File: config.mk
export PLATFORM = sky130hd
export DESIGN_NAME = turfio_cout_tx
export DESIGN_NICKNAME = d
export VERILOG_FILES = /design/src/rtl/turfio_cout_tx.sv
export SDC_FILE = /design/constraint.sdc
export NUM_CORES = 1
export LEC_CHECK = 0
export CELL_PAD_IN_SITES_DETAIL_PLACEMENT = 0
export CELL_PAD_IN_SITES_GLOBAL_PLACEMENT = 1
export CORE_UTILIZATION = 30
export DETAILED_ROUTE_END_ITERATION = 10
export PLACE_DENSITY_LB_ADDON = 0.15
export SYNTH_ARGS = -nofsm -noshare
export SYNTH_HDL_FRONTEND = slang
export SYNTH_SLANG_ARGS = --single-unit
File: constraint.sdc
create_clock -name if_clk_i -period 4.6 [get_ports if_clk_i]
set_clock_uncertainty 0.05 [all_clocks]
set_input_delay 1.38 -clock if_clk_i [delete_from_list [all_inputs] [get_ports if_clk_i]]
set_output_delay 1.38 -clock if_clk_i [all_outputs]
set_load 0.02 [all_outputs]
File: src/rtl/turfio_cout_tx.sv
// rtl/turfio_cout_tx.sv - TURFIO 4:1 command transmit framer, 32-bit words as 8 nibbles MSB first
// Optional 2-entry command FIFO enabled by defining TURFIO_COUT_TX_FIFO_EN.
module turfio_cout_tx #(
  parameter logic        INV           = 1'b0,
  parameter logic [31:0] TRAIN_PATTERN = 32'hA55A6996,
  parameter logic [31:0] IDLE_PATTERN  = 32'h00000000
) (
  input  logic        if_clk_i,
  input  logic        rst_i,
  input  logic        en_i,
  input  logic        train_i,
  input  logic [31:0] cmd_i,
  input  logic        cmd_valid_i,
  output logic        cmd_ready_o,
  output logic [3:0]  data_o,
  output logic        word_start_o,
  output logic        training_o,
  output logic [15:0] sent_count_o
);

  logic [2:0]  phase;
  logic [31:0] shift;
  logic        load;
  logic        push;
  logic        have_word;
  logic [31:0] next_word;
  logic [31:0] word_sel;
  logic        word_train;

  assign load = (phase == 3'd7);
  assign push = cmd_valid_i && cmd_ready_o && !rst_i;

`ifdef TURFIO_COUT_TX_FIFO_EN
  logic [31:0] fifo0;
  logic [31:0] fifo1;
  logic [1:0]  fifo_cnt;
  logic        fifo_pop;
  logic        bypass;

  assign cmd_ready_o = (fifo_cnt != 2'd2) && en_i;
  assign fifo_pop    = load && !train_i && (fifo_cnt != 2'd0);
  // An empty FIFO hands a phase-7 push straight to the shifter.
  assign bypass      = load && !train_i && (fifo_cnt == 2'd0) && push;
  assign have_word   = fifo_pop || bypass;
  assign next_word   = fifo_pop ? fifo0 : cmd_i;

  always_ff @(posedge if_clk_i) begin
    if (rst_i) begin
      fifo_cnt <= 2'd0;
      fifo0    <= 32'h0;
      fifo1    <= 32'h0;
    end else if (!bypass) begin
      case (fifo_cnt)
        2'd0: begin
          if (push) begin
            fifo0    <= cmd_i;
            fifo_cnt <= 2'd1;
          end
        end
        2'd1: begin
          if (fifo_pop && push) begin
            fifo0 <= cmd_i;
          end else if (fifo_pop) begin
            fifo_cnt <= 2'd0;
          end else if (push) begin
            fifo1    <= cmd_i;
            fifo_cnt <= 2'd2;
          end
        end
        default: begin
          if (fifo_pop) begin
            fifo0    <= fifo1;
            fifo_cnt <= 2'd1;
          end
        end
      endcase
    end
  end
`else
  assign cmd_ready_o = load && en_i && !train_i;
  assign have_word   = push;
  assign next_word   = cmd_i;
`endif

  always_comb begin
    word_sel   = IDLE_PATTERN;
    word_train = 1'b0;
    if (train_i) begin
      word_sel   = TRAIN_PATTERN;
      word_train = 1'b1;
    end else if (have_word) begin
      word_sel = next_word;
    end
  end

  // The load cycle drives nibble 0 directly, so the shifter keeps only the remaining 7.
  always_ff @(posedge if_clk_i) begin
    if (rst_i) begin
      phase        <= 3'd7;
      shift        <= IDLE_PATTERN;
      data_o       <= {4{INV}};
      word_start_o <= 1'b0;
      training_o   <= 1'b0;
      sent_count_o <= 16'h0000;
    end else begin
      phase <= phase + 3'd1;
      if (push) begin
        sent_count_o <= sent_count_o + 16'd1;
      end
      if (load) begin
        data_o       <= word_sel[31:28] ^ {4{INV}};
        shift        <= {word_sel[27:0], 4'h0};
        word_start_o <= 1'b1;
        training_o   <= word_train;
      end else begin
        data_o       <= shift[31:28] ^ {4{INV}};
        shift        <= {shift[27:0], 4'h0};
        word_start_o <= 1'b0;
      end
    end
  end

endmodule
**Word-level counts from Yosys, hierarchy flattened**

Index checks and enable logic that the tools add are counted.

- Register bits: 57
- Logic and storage cells: 21

- $add $sub $neg: 2
- Equal/unequal tests: 1
- Muxes and demuxes: 6
- Reductions and logical operators: 6

Operators with widths:

| kind | number |
|---|---|
| 32-bit 2-to-1 mux | 3 |
| 16-bit by 1-bit adder with 16-bit output (second input constant) | 1 |
| 1-bit logical AND | 4 |
| 4-bit 2-to-1 mux | 1 |
| 3-bit by 1-bit adder with 3-bit output (second input constant) | 1 |
| 3-bit == test (second input constant) | 1 |
| 1-bit logical NOT | 2 |
| 1-bit 2-to-1 mux | 2 |

**Depth between registers and ports, before layout**

- Word-level depth: 8
- Gate-level depth with buffers: 8
- Mapped depth without buffers: 6

**Worst setup path before layout**

No wires, ideal clock.

- Path type: input port to output port
- From: input port train_i
- To: output port cmd_ready_o
- Arrival: 2.077 ns
- Path slack: 1.093 ns
- Stages: 3
- Path buffers: 1
- Cell sequence: nand2b_1 -> clkbuf_1 -> nor2_1

- Longest elaborated chain between the ends: 2

RTL lines:

| item | RTL line | source |
|---|---|---|
| start, declared | 11 | `input logic train_i,` |
| 1-bit logical NOT | 80 | `assign cmd_ready_o = load && en_i && !train_i;` |
| 1-bit logical AND | 80 |  |
| end, declared | 14 | `output logic cmd_ready_o,` |

Every way passes these cells.

**Worst setup path in the final report**

Same ends and word-level chain as after synthesis.

==> summary.txt <==
Outcome
  – Outcome: finished clean

Placed design
  – Port Buffer Count: 59
  – Placed cell area: 0.00267 mm²
  – Placed Cells: 333
  – Dpl hpwl: 3100 µm
  – GP Congestion: about 0.71

Floorplanning
  – Area of the die: between 0.007 and 0.008 mm²
  – Ports: 60
  – Height of the die: around 84 µm
  – Core Area: 0.00639 mm²
  – Rows: 29
  – Initial cell density of the core: 0.314
  – Die Wd: 83.7 µm

Cells and area
  – Post-route insts no fill: around 340
  – Final net count: 303
  – N_diodes: 0
  – Area Growth Syn to Fin: 37.0%
  – Commonest non-fill, non-tap cell in the layout: clkdlybuf4s50_1
  – Share of cells above drive strength 1: 0.0682
  – Most frequent cells in the layout: clkdlybuf4s50_1 (59), dfxtp_1 (53), nor2_1 (31)
  – Fill count: 652
  – Area of the multi-input gates: between 800 and 900 µm²
  – Fin area: 0.00275 mm²
  – Sequential Area: 0.00106 mm²

Clock network
  – CTS buffer count: 5
  – Cts hold-fix bufs: 0
  – Clock transition at path regs: 80 ps
  – CTS root buf: clkbuf_8
  – CTS tree: built
  – Clk buf depth: 2
  – Post-CTS setup buffers: 0
  – CTS H-tree depth: 2
  – Post-CTS Resized: 0
  – Clock sink count: 53
  – Clock Latency Late Sink: ~300 ps

STA
  – # setup viols final: 0
  – Setup_tns: 0 ps
  – Minimum clock period after layout: 4200 ps
  – Slew Limit Fails: 0
  – Least-Margin Pin Slew: 1020 ps
  – Slew HR: 0.319
  – Crit share post-route: 0.913
  – Max Clock Freq: 238 MHz
  – Worst Hold Slack: around 360 ps
  – Final Hold Viols: 0
  – RSZ-0062 raised after global routing: false

Synthesis
  – Register area share after synthesis: 0.529
  – Async S/R FF share, synth: 0
  – Mean post-synth cell area: 9.78 µm²
  – Post-Syn Nets: about 250
  – Syn. warnings: 0
  – Synthesized area: 0.00200 mm²
  – Synth Register Bits: 53
  – Number of flops mapped to enable cells by yosys: 0
  – Top FF cell, synth: dfxtp_1
  – Post-synthesis cell count: 205
  – Post-synthesis cell type count: 33

Worst setup path
  – Crit path max fanout: 6
  – Worst setup EP type: primary output
  – R2r worst-path depth: 7
  – Setup crit start kind: input port
  – Reg-to-reg slack, setup: 2270 ps
  – Critical path class: input port to primary output
  – Setup crit start: train_i
  – FF-to-FF End: shift[5]$_SDFF_PP0_
  – Arrival @ worst endpoint: 2770 ps
  – Worst Path Required: 3170 ps
  – Worst R2R Start: phase[0]$_SDFF_PP1_
  – Worst setup endpoint: cmd_ready_o

Power and ir drop
  – Final Power: 887 µW
  – Max IR drop VDD: 0.160 mV
  – Leakage: 1.08 nW
  – Power Dens Cells: around 320 mW/mm²

Drt
  – Routed wire per std cell: between 10 and 15 µm
  – ANT nets after route: 0
  – Drc violations: 0
  – Vias per inst: 4.80
  – WL final: 4530 µm
  – First-pass detailed-route iteration total: 4
  – Initial DRC Count: 53
  – Via count: 1637

GRT
  – GRT Residual Overflow: 0
  – Largest net degree at the start of global routing: 20
  – Vias in the first global route: 1613
  – Initial antenna violation count: 0
  – Total track usage: 0.136
  – First-pass GRT wire length: around 7600 µm

Hold path
  – HP Class: flop to flop

Run
  – # Max-Cap Violations: 0
[report_power, final]
group	internal [mW]	leakage [nW]	switching, mW	total [mW]
combinational	0.0702	0.609	0.0668	0.137
clock	0.109	0.0395	0.143	0.252
sequential	0.489	0.432	0.00924	0.498
[worst max-delay path, cell delays in order]
cell and delay, ps:
clkdlybuf4s50_1 490, nand2b_1 200, nor2_1 90, clkdlybuf4s50_1 600
[synth_stat cells, types with 2 or more instances]
cell type  count  area (µm²)
a21oi_1       19        95.1
a22o_1        14         123
and2_1         2        12.5
buf_2          3        15.0
buf_4          2        15.0
clkbuf_1       6        22.5
dfxtp_1       53        1060
ha_1           3        37.5
inv_1          2        7.51
mux2_1         3        33.8
mux2i_1        3        30.0
nand2_1        7        26.3
nand2b_1       7        43.8
nand3_1        5        25.0
nand4_1        2        12.5
nor2_1        31         116
nor2b_1        3        18.8
nor3_1        17        85.1
nor4_4         2        42.5
or2_2          2        12.5
xnor2_1        6        52.6
xor2_1         2        17.5
[cell type report]
type                            count  share of cell area
Inverter                            2             0.00273
Clock buffer                        8              0.0292
Timing Repair Buffer               63               0.226
Multi-Input combinational cell    138               0.320
Sequential cell                    53               0.387
Tap cell                           77              0.0351
[per-layer routing]
metal,up-vias,track usage,part of all wire
li1,822,-,-
met4,0,0.0493,0.0082
met1,766,0.165,0.45
met5,-,0,0
met3,4,0.0406,0.053
met2,45,0.228,0.49
[through the flow]
stage / utilization / worst slack (ps)
finish: 0.430 / 401
global route: 0.430 / 357
CTS: 0.430 / 404
detailed placement: 0.417 / 407
global placement: 0.417 / 435
floorplan: - / 1090
[how the worst min path moves through the flow]
stage          cells past startpoint                 from                   to  slack, ps
2_1_floorplan                      1  phase[0]$_SDFF_PP1_  phase[0]$_SDFF_PP1_        320
3_3_place_gp                       1  phase[0]$_SDFF_PP1_  phase[0]$_SDFF_PP1_        340
3_5_place_dp                       1  phase[0]$_SDFF_PP1_  phase[0]$_SDFF_PP1_        340
4_1_cts                            1  phase[0]$_SDFF_PP1_  phase[0]$_SDFF_PP1_        360
5_1_grt                            1  phase[0]$_SDFF_PP1_  phase[0]$_SDFF_PP1_        380
6_report                           1  phase[0]$_SDFF_PP1_  phase[0]$_SDFF_PP1_        360
[cell families after synthesis]
group,share of synthesized area
fa+ha+maj,0.0187
flops,0.529
simple gates,0.238
compound gates,0.115
mux,0.0318
xor+xnor,0.0350
buf+inv,0.0318
[flip-flops by register name, indices dropped and copies added, names as in the netlist]
register / cells
sent_count_o: 16
training_o: 1
word_start_o: 1
shift: 28
phase: 3
data_o: 4
Note: power is estimated with default switching activity, not from simulation.
